$ cat config.mk
export PLATFORM = sky130hd
export DESIGN_NAME = sprite_line_prepare_flat
export DESIGN_NICKNAME = d
export VERILOG_FILES = /design/src/rtl/video_pkg.sv /design/src/rtl/sprite_line_prepare_if.sv /design/src/rtl/sprite_line_prepare.sv /design/src/flat_wrapper.sv
export SDC_FILE = /design/constraint.sdc
export NUM_CORES = 1
export LEC_CHECK = 0
export ABC_AREA = 1
export ABC_CLOCK_PERIOD_IN_PS = 6800
export CORE_MARGIN = 2
export CORE_UTILIZATION = 52
export CTS_BUF_LIST = sky130_fd_sc_hd__clkbuf_8 sky130_fd_sc_hd__clkbuf_16
export CTS_CLUSTER_DIAMETER = 80
export DETAILED_ROUTE_END_ITERATION = 10
export PLACE_DENSITY = 0.95
export SETUP_SLACK_MARGIN = 0.3
export SLEW_MARGIN = 20
export SYNTH_ARGS = -nofsm -noshare
export SYNTH_HDL_FRONTEND = slang
export SYNTH_SLANG_ARGS = --single-unit
$ cat constraint.sdc
create_clock -name clk -period 6.8 [get_ports clk]
set_clock_uncertainty 0.1 [all_clocks]
set_input_delay 2.04 -clock clk [delete_from_list [all_inputs] [get_ports clk]]
set_output_delay 2.04 -clock clk [all_outputs]
set_load 0.01 [all_outputs]
$ cat src/rtl/video_pkg.sv
// Shared video pipeline types: OAM entry layout, sprite slot format and sizing constants.
package video_pkg;

  localparam int unsigned OAM_DEPTH = 64;
  localparam int unsigned MAX_SPR   = 4;
  localparam int unsigned SPR_H     = 16;
  localparam int unsigned ADDR_W    = $clog2(OAM_DEPTH);
  localparam int unsigned COORD_W   = 10;
  localparam int unsigned CNT_W     = $clog2(MAX_SPR + 1);

  typedef struct packed {
    logic               en;
    logic [COORD_W-1:0] x;
    logic [COORD_W-1:0] y;
    logic [7:0]         tile;
    logic               hflip;
    logic               vflip;
    logic               prio;
  } oam_entry_t;

  typedef struct packed {
    logic              valid;
    logic [1:0]        rsvd;
    logic [ADDR_W-1:0] idx;
  } slot_t;

  typedef enum logic [1:0] {
    ST_IDLE,
    ST_START,
    ST_SCAN,
    ST_DONE
  } state_e;

endpackage

$ cat src/rtl/sprite_line_prepare_if.sv
// OAM read port, line request and per-line sprite slot results.
interface sprite_line_prepare_if;
  import video_pkg::*;

  logic [31:0]                 oam_data;
  logic [COORD_W-1:0]          sx;
  logic [COORD_W-1:0]          sy;
  logic [ADDR_W-1:0]           oam_addr;
  slot_t [MAX_SPR-1:0]         BufferArray;
  logic                        line_prepeared;

  modport master (
    input  oam_data, sx, sy,
    output oam_addr, BufferArray, line_prepeared
  );

  modport slave (
    output oam_data, sx, sy,
    input  oam_addr, BufferArray, line_prepeared
  );

endinterface

$ cat src/rtl/sprite_line_prepare.sv
// Per-scanline sprite evaluator: scans OAM for line sy and buffers the first MAX_SPR
// sprites whose vertical span covers it, then raises line_prepeared.
module sprite_line_prepare
  import video_pkg::*;
(
  input  logic                  clk,
  input  logic                  reset,
  sprite_line_prepare_if.master bus
);

  localparam int unsigned SCAN_W = ADDR_W + 1;
  localparam int unsigned SEL_W  = $clog2(MAX_SPR);

  state_e              state_q, state_d;
  logic [COORD_W-1:0]  sy_q, sy_d;
  logic [ADDR_W-1:0]   oam_addr_q, oam_addr_d;
  logic [SCAN_W-1:0]   scan_q, scan_d;
  logic [CNT_W-1:0]    cnt_q, cnt_d;
  slot_t [MAX_SPR-1:0] slots_q, slots_d;
  logic                done_q, done_d;

  oam_entry_t          entry_c;
  logic [COORD_W:0]    diff_c;
  logic [ADDR_W-1:0]   eval_idx_c;
  logic                hit_c, eval_c, last_c, full_c, line_chg_c;
  logic                entry_unused;

  // scan_q counts presented addresses; data for address scan_q-1 is on oam_data now
  assign entry_c    = oam_entry_t'(bus.oam_data);
  assign diff_c     = {1'b0, sy_q} - {1'b0, entry_c.y};
  assign hit_c      = entry_c.en & ~diff_c[COORD_W] & (diff_c[COORD_W-1:0] < COORD_W'(SPR_H));
  assign eval_c     = (scan_q != '0);
  assign last_c     = (scan_q == SCAN_W'(OAM_DEPTH));
  assign full_c     = (cnt_q == CNT_W'(MAX_SPR - 1));
  assign line_chg_c = (bus.sy != sy_q);
  assign eval_idx_c = ADDR_W'(scan_q - SCAN_W'(1));

  assign entry_unused = ^{bus.sx, entry_c.x, entry_c.tile, entry_c.hflip, entry_c.vflip,
                          entry_c.prio};

  always_ff @(posedge clk) begin
    if (!reset) begin
      state_q <= ST_START;
    end else begin
      state_q <= state_d;
    end
  end

  always_ff @(posedge clk) begin
    if (!reset) begin
      sy_q       <= '0;
      oam_addr_q <= '0;
      scan_q     <= '0;
      cnt_q      <= '0;
      slots_q    <= '0;
      done_q     <= 1'b0;
    end else begin
      sy_q       <= sy_d;
      oam_addr_q <= oam_addr_d;
      scan_q     <= scan_d;
      cnt_q      <= cnt_d;
      slots_q    <= slots_d;
      done_q     <= done_d;
    end
  end

  // A line change during the scan restarts it so partial results are never flagged
  always_comb begin
    state_d = state_q;
    case (state_q)
      ST_IDLE:  if (line_chg_c) state_d = ST_START;
      ST_START: state_d = ST_SCAN;
      ST_SCAN: begin
        if (line_chg_c) begin
          state_d = ST_START;
        end else if (eval_c && ((hit_c && full_c) || last_c)) begin
          state_d = ST_DONE;
        end
      end
      ST_DONE:  state_d = ST_IDLE;
      default:  state_d = ST_IDLE;
    endcase
  end

  always_comb begin
    sy_d       = sy_q;
    oam_addr_d = oam_addr_q;
    scan_d     = scan_q;
    cnt_d      = cnt_q;
    slots_d    = slots_q;
    done_d     = done_q;
    case (state_q)
      ST_START: begin
        sy_d       = bus.sy;
        oam_addr_d = '0;
        scan_d     = '0;
        cnt_d      = '0;
        slots_d    = '0;
        done_d     = 1'b0;
      end
      ST_SCAN: begin
        if (!line_chg_c) begin
          scan_d = scan_q + SCAN_W'(1);
          if (oam_addr_q != ADDR_W'(OAM_DEPTH - 1)) begin
            oam_addr_d = oam_addr_q + ADDR_W'(1);
          end
          if (eval_c && hit_c) begin
            slots_d[cnt_q[SEL_W-1:0]] = '{valid: 1'b1, rsvd: 2'b00, idx: eval_idx_c};
            cnt_d = cnt_q + CNT_W'(1);
          end
        end
      end
      ST_DONE:  done_d = 1'b1;
      default:  ;
    endcase
  end

  assign bus.oam_addr       = oam_addr_q;
  assign bus.BufferArray    = slots_q;
  assign bus.line_prepeared = done_q;

endmodule

$ cat src/flat_wrapper.sv
// flat-port wrapper written by rule: the top's interface ports become plain ports
module sprite_line_prepare_flat import video_pkg::*;
  (clk, reset, bus_oam_data, bus_sx, bus_sy, bus_oam_addr, bus_BufferArray, bus_line_prepeared);
  sprite_line_prepare_if bus_i ();
  input  logic clk;
  input  logic reset;
  input wire logic [$bits(bus_i.oam_data)-1:0] bus_oam_data;
  input wire logic [$bits(bus_i.sx)-1:0] bus_sx;
  input wire logic [$bits(bus_i.sy)-1:0] bus_sy;
  output wire logic [$bits(bus_i.oam_addr)-1:0] bus_oam_addr;
  output wire logic [$bits(bus_i.BufferArray)-1:0] bus_BufferArray;
  output wire logic [$bits(bus_i.line_prepeared)-1:0] bus_line_prepeared;
  assign bus_i.oam_data = bus_oam_data;
  assign bus_i.sx = bus_sx;
  assign bus_i.sy = bus_sy;
  assign bus_oam_addr = bus_i.oam_addr;
  assign bus_BufferArray = bus_i.BufferArray;
  assign bus_line_prepeared = bus_i.line_prepeared;
  sprite_line_prepare u_core (.clk(clk), .reset(reset), .bus(bus_i));
endmodule
Word level (Yosys, flattened, before mapping)
Index checks and enable logic that the tools add are counted.
{ "word_totals": {"ff_bits": 65, "input_bits": 54, "output_inout_bits": 43, "elab_cells": 73} }
{ "op_classes": {"add_sub_neg": 5, "n_lt_le_gt_ge": 3, "n_eq_ne": 12, "mux": 19, "bitwise": 3, "reduce_logical": 13} }
{ "ops": {"columns": ["op", "n"], "rows": [
  ["36-bit 2-to-1 mux", 2],
  ["36-bit one-hot mux with 2 select lines", 1],
  ["36-bit bitwise mux", 1],
  ["9-bit demux with 2-bit select", 1],
  ["7-bit one-hot mux with 2 select lines", 1],
  ["6-bit 2-to-1 mux", 2],
  ["6-bit one-hot mux with 2 select lines", 1],
  ["10-bit by 10-bit subtractor with 11-bit output", 1],
  ["10-bit by 5-bit less-than comparator with 1-bit output, second input constant", 1],
  ["10-bit inequality test", 1],
  ["9-bit 2-to-1 mux", 1],
  ["2-bit one-hot mux with 4 select lines", 1],
  ["7-bit by 1-bit adder with 7-bit output, second input constant", 1],
  ["7-bit == test, second input constant", 1],
  ["7-bit 2-to-1 mux", 1],
  ["7-bit nonzero test", 1],
  ["6-bit by 1-bit adder with 6-bit output, second input constant", 1],
  ["2-bit 2-to-1 mux", 3],
  ["3-bit 2-to-1 mux", 2],
  ["2-bit by 1-bit inequality test with 1-bit output, second input constant", 3],
  ["6-bit inequality test, second input constant", 1],
  ["3-bit one-hot mux with 2 select lines", 1],
  ["3-bit AND reduction", 2],
  ["6-bit by 1-bit subtractor with 6-bit output, second input constant", 1],
  ["other kinds (16)", 23]
]} }

Longest topological paths before layout
Gate-level depths: netlist of the first run.
{ "depth": {"word_depth": 10, "ltp_mapped": 18, "ltp_nobuf": 18} }

Worst setup path before layout of the first run
No wires, ideal clock.
{ "synth_timing": {"path_type": "input to register", "start": "input bus_oam_data[15]", "end": "register u_core.slots_q, in the netlist u_core.bus.BufferArray[14]", "arrival_time_ps": 3657, "setup_slack_ps": 2973, "cell_stages": 16, "path_cell_list": "inv_1 ha_1 nand2_1 inv_1 nand2_1 nand3_2 nand2_2 nand2_1 nand2_1 clkinv_1 nor2_4 nand3_4 nor2_4 buf_6 nand3_1 a21oi_1"} }
{ "synth_via": {"elab_chain_len": 7, "word_cells_on_any_way": 8, "classes_between": "add/sub (1); order compare (1); eq/ne (1); bitwise (3); reduce/logical (2)"} }
{ "synth_lines": {"columns": ["item", "line", "rtl"], "rows": [
  ["start: declaration", "flat_wrapper.sv:7", "input wire logic [$bits(bus_i.oam_data)-1:0] bus_oam_data;"],
  ["10-bit by 10-bit subtractor with 11-bit output (*)", "sprite_line_prepare.sv:30", "assign diff_c = {1'b0, sy_q} - {1'b0, entry_c.y};"],
  ["parallel branches: the longest is 2 deep, another holds 10-bit by 5-bit less-than comparator with 1-bit output", null, null],
  ["1-bit AND (*)", "sprite_line_prepare.sv:31", "assign hit_c = entry_c.en & ~diff_c[COORD_W] & (diff_c[COORD_W-1:0] < COORD_W'(SPR_H));"],
  ["1-bit logical AND (*)", "sprite_line_prepare.sv:107", "if (eval_c && hit_c) begin"],
  ["2-bit by 1-bit inequality test with 1-bit output (no source line) (*)", null, null],
  ["3-bit AND reduction (no source line) (*)", null, null],
  ["end signal: assignment", "sprite_line_prepare.sv:62", "slots_q <= slots_d;"],
  ["end: declaration", "sprite_line_prepare.sv:19", "slot_t [MAX_SPR-1:0] slots_q, slots_d;"]
]} }
Mark *: on every way between the ends.
A chain may end at the register's enable or synchronous reset.

Final worst setup path of the first run
Same ends and word-level chain as after synthesis.

==> results of run 1 <==
==> routing by layer <==
metal  vias up  GRT usage (%)  part of all wire (%)
met3        27           7.70                   5.7
met5         -              0                     0
li1       1721              -                     -
met2       129           43.7                    51
met1      1598           26.2                    40
met4         0           11.8                   2.8
==> cell families after synthesis <==
kind of cell | Yosys count | synth area share, %
flops | 57 | 33.0
xor+xnor | 9 | 2.28
simple gates | 253 | 33.8
compound gates | 77 | 11.5
fa+ha+maj | 22 | 7.97
other cells | 1 | 0.109
buf+inv | 89 | 11.3
==> Yosys cell counts (2+ instances only) <==
library cell / number
buf_4: 8
xor2_1: 4
ha_1: 22
inv_2: 5
nand3_2: 6
nand2_2: 7
clkinv_1: 2
dfxtp_1: 57
nor2_2: 3
inv_1: 62
or2_2: 7
nor2_1: 35
nor3_1: 6
nand4_1: 3
clkbuf_1: 5
buf_6: 3
nand3_1: 49
nor2_4: 3
xnor2_1: 5
a21oi_1: 56
o21ai_0: 15
nand2_1: 126
clkbuf_2: 3
nor4_1: 3
==> placed cells by master (no fill, tap or decap), types with 3 or more instances in the layout <==
master / n
a21oi_1: 56
clkbuf_8: 9
clkdlybuf4s50_1: 57
conb_1: 8
dfxtp_1: 57
ha_1: 22
inv_1: 62
inv_2: 5
nand2_1: 126
nand2_2: 7
nand3_1: 49
nand3_2: 6
nand4_1: 3
nor2_1: 35
nor2_2: 3
nor2_4: 3
nor3_1: 6
nor4_1: 3
o21ai_0: 15
or2_2: 7
xnor2_1: 5
xor2_1: 4
==> cell type report <==
| cell class | instances | area share [%] |
|---|---|---|
| Inverter | 69 | 6.11 |
| Multi-Input combinational cell | 369 | 46.0 |
| Timing Repair Buffer | 57 | 13.5 |
| Sequential cell | 57 | 26.9 |
| Tap cell | 77 | 2.27 |
| Clock inverter | 7 | 2.39 |
| Clock buffer | 9 | 2.92 |
==> metrics by stage <==
| step | cells | total power, mW | utilization, % |
|---|---|---|---|
| after floorplan | 515 | 0.512 | - |
| after global placement | 629 | 0.551 | 62.9 |
| after detailed placement | 629 | 0.561 | 62.9 |
| after CTS | 645 | 0.918 | 66.4 |
| after global routing | 645 | 0.966 | 66.4 |
| final | 645 | 0.921 | 66.4 |
==> worst max-delay path: cells and delay by family <==
kind / cells / cell delay (ns)
fa+ha+maj: 1 / 0.39
compound gates: 1 / 0.20
simple gates: 11 / 1.57
buf+inv: 3 / 0.59
==> worst paths after layout <==
kind,startpoint,end,cells past startpoint
max reg2reg,u_core.sy_q[4]$_SDFFE_PN0P_,u_core.bus.BufferArray[14]$_SDFFE_PN0P_,14
min reg2reg,u_core.bus.BufferArray[8]$_SDFFE_PN0P_,u_core.bus.BufferArray[8]$_SDFFE_PN0P_,2
min,u_core.bus.BufferArray[8]$_SDFFE_PN0P_,u_core.bus.BufferArray[8]$_SDFFE_PN0P_,2
max,bus_oam_data[15],u_core.bus.BufferArray[14]$_SDFFE_PN0P_,16
==> power by group <==
part / total (mW) / switching (mW) / internal, mW
clock: 0.362 / 0.153 / 0.209
combinational: 0.204 / 0.132 / 0.0718
sequential: 0.355 / 0.0110 / 0.344
total: 0.921 / 0.297 / 0.625
==> sequential cells by signal (all words and copies together), names as in the netlist <==
| register | flops |
|---|---|
| u_core.cnt_q | 3 |
| u_core.bus.oam_addr | 6 |
| u_core.state_q | 2 |
| u_core.bus.BufferArray | 28 |
| u_core.sy_q | 10 |
| u_core.scan_q | 7 |
| u_core.bus.line_prepeared | 1 |
==> results.ini, run 1 <==
[status]
outcome=complete, no violations

[floorplan]
row_count=29
initial_core_util_pct=54.1
io_pins=97
die_w_um=85.5
die_y_um=85.5
die_area_mm2=0.00731
core_area_mm2=0.00639

[layout]
antenna_cells=0
drive_above_1_share_pct=8.98
multi_input_comb_area_mm2=0.00195
regArea_mm2=0.00114
nets=639
nFillCells=481
postLayoutCellArea_mm2=0.00424
syn2layout_area_growth_pct=22.8

[critical_path]
rrSetupSlack_ns=4.00
cp_slowest_cell=nor2_4
required_ns=6.97
startpoint_type=primary input
path_class=primary input to register
cp.arrival_ns=4.79
cp_common_cell=nand2_1
path_cells=clkdlybuf4s50_1 -> inv_1 -> ha_1 -> nand2_1 -> nor2_1 -> nand2_1 -> nand3_2 -> nand2_2 -> nand2_1 -> nand2_1 -> clkinv_1 -> nor2_4 -> nand3_4 -> nor2_4 -> nand3_1 -> a21oi_1
cp_max_fo=30
end_kind=register
cpPeakStageDelay_ns=0.49

[drt]
ant_nets=0
drtIter0Drc=185
vias=3475
drc=0
drt-pass1-iter-count=5
wl_per_cell_um=13.2
via_per_inst=5.39
drt_wl_total_mm=8.53

[synth]
synth_ff_type=dfxtp_1
synth.avg_cell_area_um2=6.80
ys_seq_area_share_pct=33.0
synth-edff-count=0
synth_top_area_cell=dfxtp_1
async_flop_share_pct=0
synth_warnings=0
synth_area_mm2=0.00345
ys_top_cells_by_area=dfxtp_1 (33%), nand2_1 (14%), a21oi_1 (8.1%), ha_1 (8.0%), nand3_1 (7.1%)
ys_ff_latch=57
synth.top_cell.area_share_pct=33.0
synthCells=508
synth_cell_types=37

[clocking]
cts_sinks=57
htree_levels=3
cts-resized-gates=0
clkLatencyLatePin_ns=0.35
cts-root-buf=clkbuf_8
cts_tree=built
clkTransAtPathRegs_ns=0.07
clockBufferDepth=2
cts_setup_buffers=0
ctsHoldBuffers=0
numCtsBuffers=9

[global_route]
track_usage_pct=24.5
grt_pass1_wl_mm=14.4
grt_max_degree=38
grt_overflow_total=0
antenna_found_initial=0
grt_pass1_vias=3363

[placed_design]
place_area_mm2=0.00402
gp_congestion=0.896
port_buffers=57
place_ws_ns=1.89
place_hpwl_mm=6.19

[sta]
fin_hold_ws_ns=0.366
fmaxAchievable_mhz=217
setup_viol=0
fin_crit_ns=4.62
setup_slack_ns=2.18
slew-limit-headroom_pct=57.7
slew_viol_final=0
finalCritPeriodShare_pct=67.9
tightest_slew_ns=0.633
setup_tns_ns=0
rsz0062_at_grt=no
hold_viol_final=0

[pwr]
ir_worst_vdd_mv=0.195
p_leak_nw=1.80
powerDensity_mw_per_mm2=217

[min_path]
hold_class=register to register

[job]
cap_violations=0

Note: power is estimated with default switching activity, not from simulation.
==> run 2, diff against run 1 <==
--- a/config.mk
+++ b/config.mk
@@ -6,13 +6,13 @@
 export NUM_CORES = 1
 export LEC_CHECK = 0
 export ABC_AREA = 1
-export ABC_CLOCK_PERIOD_IN_PS = 6800
+export ABC_CLOCK_PERIOD_IN_PS = 4400
 export CORE_MARGIN = 2
-export CORE_UTILIZATION = 52
+export CORE_UTILIZATION = 48
 export CTS_BUF_LIST = sky130_fd_sc_hd__clkbuf_8 sky130_fd_sc_hd__clkbuf_16
 export CTS_CLUSTER_DIAMETER = 80
 export DETAILED_ROUTE_END_ITERATION = 10
-export PLACE_DENSITY = 0.95
+export PLACE_DENSITY = 0.92
 export SETUP_SLACK_MARGIN = 0.3
 export SLEW_MARGIN = 20
 export SYNTH_ARGS = -nofsm -noshare
==> constraint.sdc (replaced) <==
create_clock -name clk -period 4.4 [get_ports clk]
set_clock_uncertainty 0.1 [all_clocks]
set_input_delay 1.32 -clock clk [delete_from_list [all_inputs] [get_ports clk]]
set_output_delay 1.32 -clock clk [all_outputs]
set_load 0.01 [all_outputs]
==> run 2 against run 1 <==
  * Total power rose by 53%
  * Largest power group unchanged
  * Clock power rose by 53%
  * Critical path type unchanged
  * Non-clock buffer count rose by 1
  * Die area rose by 7.9%
  * Cell count rose by 3.1%
  * Count of clock-buffer cells in the layout did not move
==> results.ini, run 2 (synthesized netlist as in run 1, its figures left out) <==
[clocking]
cts_sinks=57
clkTransAtPathRegs_ns=0.08
cts_setup_buffers=0
htree_levels=3
clkLatencyLatePin_ns=0.35
cts-root-buf=clkbuf_8
numCtsBuffers=9
clockBufferDepth=2
cts-resized-gates=0
cts_tree=built
ctsHoldBuffers=0

[floorplan]
die_y_um=88.8
core_area_mm2=0.00687
die_w_um=88.8
die_area_mm2=0.00789
io_pins=97
row_count=30
initial_core_util_pct=50.3

[layout]
nets=640
syn2layout_area_growth_pct=23.7
antenna_cells=0
largest_reg_flops=28
layout_common_cells=nand2_1 (126), inv_1 (62), clkdlybuf4s50_1 (57), dfxtp_1 (57), a21oi_1 (56)
mostFrequentLayoutCell=nand2_1
drive_above_1_share_pct=9.14

[job]
cap_violations=0

[global_route]
grt_overflow_total=0
antenna_found_initial=0
grt_pass1_vias=3022
grt_pass1_wl_mm=13.2
grt_max_degree=38
track_usage_pct=21.4

[drt]
vias=3448
drt_wl_total_mm=8.18
via_per_inst=5.18
drc=0
drtIter0Drc=216
ant_nets=0
drt-pass1-iter-count=6
wl_per_cell_um=12.3

[critical_path]
end_kind=register
cp.arrival_ns=3.84
rrSetupSlack_ns=1.85
cp_max_fo=30
path_class=primary input to register
required_ns=4.57
startpoint_type=primary input

[sta]
setup_slack_ns=0.731
rsz0062_at_grt=no
finalCritPeriodShare_pct=83.4
slew-limit-headroom_pct=59.4
tightest_slew_ns=0.609
slew_viol_final=0
fmaxAchievable_mhz=273
setup_tns_ns=0
hold_viol_final=0
fin_crit_ns=3.67
setup_viol=0

[pwr]
powerDensity_mw_per_mm2=330
ir_worst_vdd_mv=0.184
p_leak_nw=1.81

[min_path]
hold_class=register to register

[placed_design]
place_hpwl_mm=5.98
gp_congestion=0.912
place_ws_ns=0.411
port_buffers=57

[status]
outcome=complete, no violations

[run 2: path summary, 6_finish.rpt]
kind,cells past startpoint,startpoint,endpoint
setup / recovery,17,bus_oam_data[15],u_core.bus.BufferArray[9]$_SDFFE_PN0P_
hold / removal,2,u_core.bus.BufferArray[2]$_SDFFE_PN0P_,u_core.bus.BufferArray[2]$_SDFFE_PN0P_
setup reg to reg,15,u_core.sy_q[4]$_SDFFE_PN0P_,u_core.bus.BufferArray[9]$_SDFFE_PN0P_
hold reg to reg,2,u_core.bus.BufferArray[2]$_SDFFE_PN0P_,u_core.bus.BufferArray[2]$_SDFFE_PN0P_
[run 2: area by class of cell]
| type | instances | area (µm²) |
|---|---|---|
| Multi-Input combinational cell | 369 | 1950 |
| Clock buffer | 9 | 124 |
| Timing Repair Buffer | 58 | 578 |
| Fill cell | 599 | 2600 |
| Sequential cell | 57 | 1140 |
| Tap cell | 96 | 120 |
| Inverter | 69 | 259 |
| Clock inverter | 7 | 101 |
[run 2: routing by layer]
layer / share of wire (%) / track usage (%) / vias up
li1: - / - / 1719
met2: 50 / 38.6 / 140
met1: 41 / 24.6 / 1554
met3: 5.9 / 5.04 / 35
met5: 0 / 0 / -
met4: 2.9 / 7.16 / 0
[run 2: power by group]
| part | leakage [nW] | switching [mW] | internal (mW) |
|---|---|---|---|
| Clock | 0.106 | 0.231 | 0.323 |
| Combinational | 1.24 | 0.198 | 0.111 |
| Sequential | 0.462 | 0.0171 | 0.532 |
[run 2: stage by stage]
stage | hold WS (ns) | power [mW] | utilization [%] | instance area, µm² | std cells
after floorplan | 0.345 | 0.791 | - | 3480 | 515
after global placement | 0.350 | 0.852 | 58.9 | 4050 | 649
after detailed placement | 0.353 | 0.865 | 58.9 | 4050 | 649
after CTS | 0.365 | 1.41 | 62.2 | 4270 | 665
after global routing | 0.376 | 1.48 | 62.2 | 4270 | 665
final | 0.363 | 1.41 | 62.2 | 4270 | 665
[run 2: critical path, cell delays in order]
cell             delay (ns)
clkdlybuf4s50_1        0.45
inv_1                  0.04
ha_1                   0.38
nand2_1                0.15
inv_1                  0.05
nand2_1                0.10
nand3_2                0.10
nand2_2                0.08
nand2_1                0.05
nand2_1                0.06
clkinv_1               0.09
nor2_4                 0.17
nand3_4                0.11
nor2_4                 0.09
buf_4                  0.28
nand3_1                0.13
a21oi_1                0.18
==> variant 1 (flow settings as in run 2) <==
Set the package constant `MAX_SPR` to 8 (it was 4).
--- a/src/rtl/video_pkg.sv
+++ b/src/rtl/video_pkg.sv
@@ -2,7 +2,7 @@
 package video_pkg;
 
   localparam int unsigned OAM_DEPTH = 64;
-  localparam int unsigned MAX_SPR   = 4;
+  localparam int unsigned MAX_SPR   = 8;
   localparam int unsigned SPR_H     = 16;
   localparam int unsigned ADDR_W    = $clog2(OAM_DEPTH);
   localparam int unsigned COORD_W   = 10;
Ports: changed (resized bus_BufferArray); port bits go from 97 to 133. No check against the original RTL was run, so the function may have changed too.
==> variant 1 against run 2 <==
  * Sequential cell count increased by 29
  * Final area up 35%
  * Power increased by 24%
  * Non-clock buffer count is 32 higher
  * Routed wire length grew 43%
  * Sequential power grew 49%
  * Die area grew 35%
  * Critical path depth shrank 1
  * Synthesized area rose by 37%
  * Count of clock-buffer cells in the layout grew 1
  * Worst setup slack got worse by 160 ps
  * Critical endpoint is now u_core.bus.BufferArray[62]
==> variant 1: results (changes against run 2) <==
- Status: finished clean
- Non-filler cells, final: 883 (+33%)
- Met1 Resource Use GR: 0.290 (+0.0434)
- Drt total wl: 11.7 mm (+43%)
- P_seq: 816 uW (+49%)
- Crit-path max FO: 25 (-17%)
- Plain + repair buffers: 90 (+55%)
- Final RePlAce weighted congestion: 0.945 (+3.5%)
- Post-Route M1 WL: 5.18 mm (+56%)
- Placed cell area: 5540 sq um (+37%)
- Final net count: 818 (+28%)
- Largest net degree at the start of global routing: 67 (+76%)
- P_int: 1200 uW (+24%)
- Adder-Cell Fraction of Synth Area: 0.0477 (-0.0319)
- Max reg flops: 56 (+100%)
- Top cells by area, synth: dfxtp_1 (36%), nand2_1 (14%), a21oi_1 (9.2%)
- First drt pass iteration count: 5 (-1)
- Ratio of cells with drive above 1 in the final layout: 0.0587 (-0.0327)
- Total power: 1750 uW (+24%)
- Area of the multi-input gates: 2510 sq um (+29%)
- Design Area, Final: 5750 sq um (+35%)
- Non-clk buf share: 0.154 (+0.0192)
- Starting DRT DRC Count: 370 (+71%)
- GRT Overall Usage: 0.220 (+0.00597)
- Critical Path AT: 3960 ps (+120 ps)
- Distinct cell type count after synthesis: 33 (-11%)
- Top post-synthesis cells by count: nand2_1 (172), a21oi_1 (87), dfxtp_1 (86), inv_1 (65), nand4_1 (55)
- Post-synthesis sequential area ratio: 0.365 (+0.0347)
- Detailed placement HPWL: 8.15 mm (+36%)
- Mapped cell area: 4720 sq um (+37%)
- Worst skew pair latency: 370 ps (+20 ps)
- Routed met2 length: 5.59 mm (+36%)
- Clock buf count: 10 (+1)
- Inverter count: 70 (+1.4%)
- Pre-CTS setup slack: 206 ps (-205 ps)
- Post-Synthesis Cells: 672 (+32%)
- Vias in the first global route: 4,158 (+38%)
- Static Leak: 0.00228 uW (+26%)
==> variant 1: changes by cell type after synthesis, sizes merged, moves of 4 or more <==
cell,run 2,this run
clkbuf,8,14
dfxtp,57,86
or2,9,3
a21oi,57,89
nand3,56,28
nor2,41,53
nor3,6,18
xnor2,5,9
buf,12,28
nand4,3,55
ha,22,18
nand2,134,176
==> variant 1: final timing paths <==
check	from	to	slack, ps	cells past startpoint
worst max-delay path	bus_oam_data[18]	u_core.bus.BufferArray[62]	570	16
worst min register to register	u_core.bus.BufferArray[26]	u_core.bus.BufferArray[26]	360	2
worst min-delay path	u_core.bus.BufferArray[26]	u_core.bus.BufferArray[26]	360	2
worst max register to register	u_core.state_q[0]	u_core.bus.BufferArray[62]	1420	9
==> variant 2 (settings of run 2) <==
Without the edit above. Encoding of `state_e`: now one-hot (4 bits for 4 states).
--- a/src/rtl/video_pkg.sv
+++ b/src/rtl/video_pkg.sv
@@ -24,11 +24,11 @@
     logic [ADDR_W-1:0] idx;
   } slot_t;
 
-  typedef enum logic [1:0] {
-    ST_IDLE,
-    ST_START,
-    ST_SCAN,
-    ST_DONE
+  typedef enum logic [3:0] {
+    ST_IDLE  = 4'b0001,
+    ST_START = 4'b0010,
+    ST_SCAN  = 4'b0100,
+    ST_DONE  = 4'b1000
   } state_e;
 
 endpackage
Formal check against the unedited RTL: same outputs for any inputs over 10 cycles, from zero or initial values and one cycle with reset low; not proved beyond that.
==> variant 2 against run 2 <==
  * Power decreased by 0.77%
  * Sequential cell count increased by 2
  * Critical path type unchanged
  * Worst setup slack got worse by 110 ps
  * Die area decreased by 3.7%
  * Combinational power increased by 4%
  * Final area decreased by 3.5%
  * Routed wire length decreased by 0.44%
  * Synthesized area decreased by 3.9%
==> variant 2: results (changes against run 2) <==
- Detailed placement HPWL: 5.97 mm (-0.31%)
- # fillers: 584 (-2.5%)
- Register area: 1180 sq um (+3.5%)
- Reg-to-reg setup timing slack: 1700 ps (-150 ps)
- Largest net degree at the start of global routing: 36 (-5.3%)
- Vias in the first global route: 3,097 (+2.5%)
- Setup crit start: bus_oam_data[16]
- Final RePlAce weighted congestion: 0.874 (-4.2%)
- GRT Overall Usage: 0.219 (+0.00544)
- Static Leak: 0.00179 uW (-1.2%)
- Antenna cells: 0 (unchanged)
- F_max: 0.265 GHz (-2.9%)
- Placed cell count: 624 (-3.9%)
- Worst hold margin: 355 ps (-7.47 ps)
- Ratio of cells with drive above 1 in the final layout: 0.0681 (-0.0233)
- Crit-path max FO: 26 (-13%)
- Reg2reg path depth: 10 (-5)
- NetSw: 426 uW (-4.5%)
- Placed cell area: 3920 sq um (-3.1%)
- Slew @ Worst Pin: 613 ps (+4.36 ps)
- Max IR drop VDD: 173 uV (-5.9%)
- First-pass GRT wire length: 13.3 mm (+0.89%)
- Syn_area_per_cell: 6.72 sq um (-1.2%)
- Final net count: 626 (-2.2%)
- Vias per inst: 5.19 (about the same)
- First drt pass iteration count: 5 (-1)
- Worst skew pair latency: 330 ps (-20 ps)
- Post-synthesis sequential area ratio: 0.356 (+0.0255)
- Comb. pwr: 320 uW (+4%)
- Status: finished clean
- Drt total wl: 8.14 mm (-0.44%)
- Critical Path End: u_core.bus.BufferArray[1]
- Non-filler cells, final: 638 (-4.1%)
- Distinct cell type count after synthesis: 34 (-8.1%)
- Top cells by area, synth: dfxtp_1 (36%), nand2_1 (13%), inv_1 (8.0%)
- P_clk: 500 uW (-9.7%)
- Hold Crit Depth: 1 (-1)
- Gate power share: 0.228 (+0.009)
- Min-Delay Startpoint: u_core.scan_q[6]
- Pre-CTS setup slack: 343 ps (-68.1 ps)
- Starting DRT DRC Count: 190 (-12%)
==> variant 2: layer usage <==
layer,routed length (microns),vias to the layer above,part of all wire,global-route usage
li1,-,1684,-,-
met1,3390,1496,0.42,0.257
met2,4030,110,0.50,0.376
met3,497,21,0.061,0.0455
met4,220,0,0.027,0.113
met5,0,-,0,0
==> variant 2: kinds of logic after synthesis <==
logic type,after synthesis,share of synthesized area
flops,59,0.356
buf+inv,92,0.120
xor+xnor,7,0.0185
simple gates,232,0.303
fa+ha+maj,17,0.0641
compound gates,86,0.137
other cells,1,0.00113
==> variant 2: layout make-up <==
type / count / area share
tap: 80 / 0.0243
inverter: 75 / 0.0683
multi-input combinational: 350 / 0.428
clock inverter: 2 / 0.00850
sequential: 59 / 0.287
timing repair buffer: 60 / 0.144
clock buffer: 12 / 0.0401
==> variant 2: worst max-delay path: cells and delay by family <==
family          cells  cell delay, ps
compound gates      2             380
fa+ha+maj           1             360
buf+inv             4             790
simple gates       10            1060
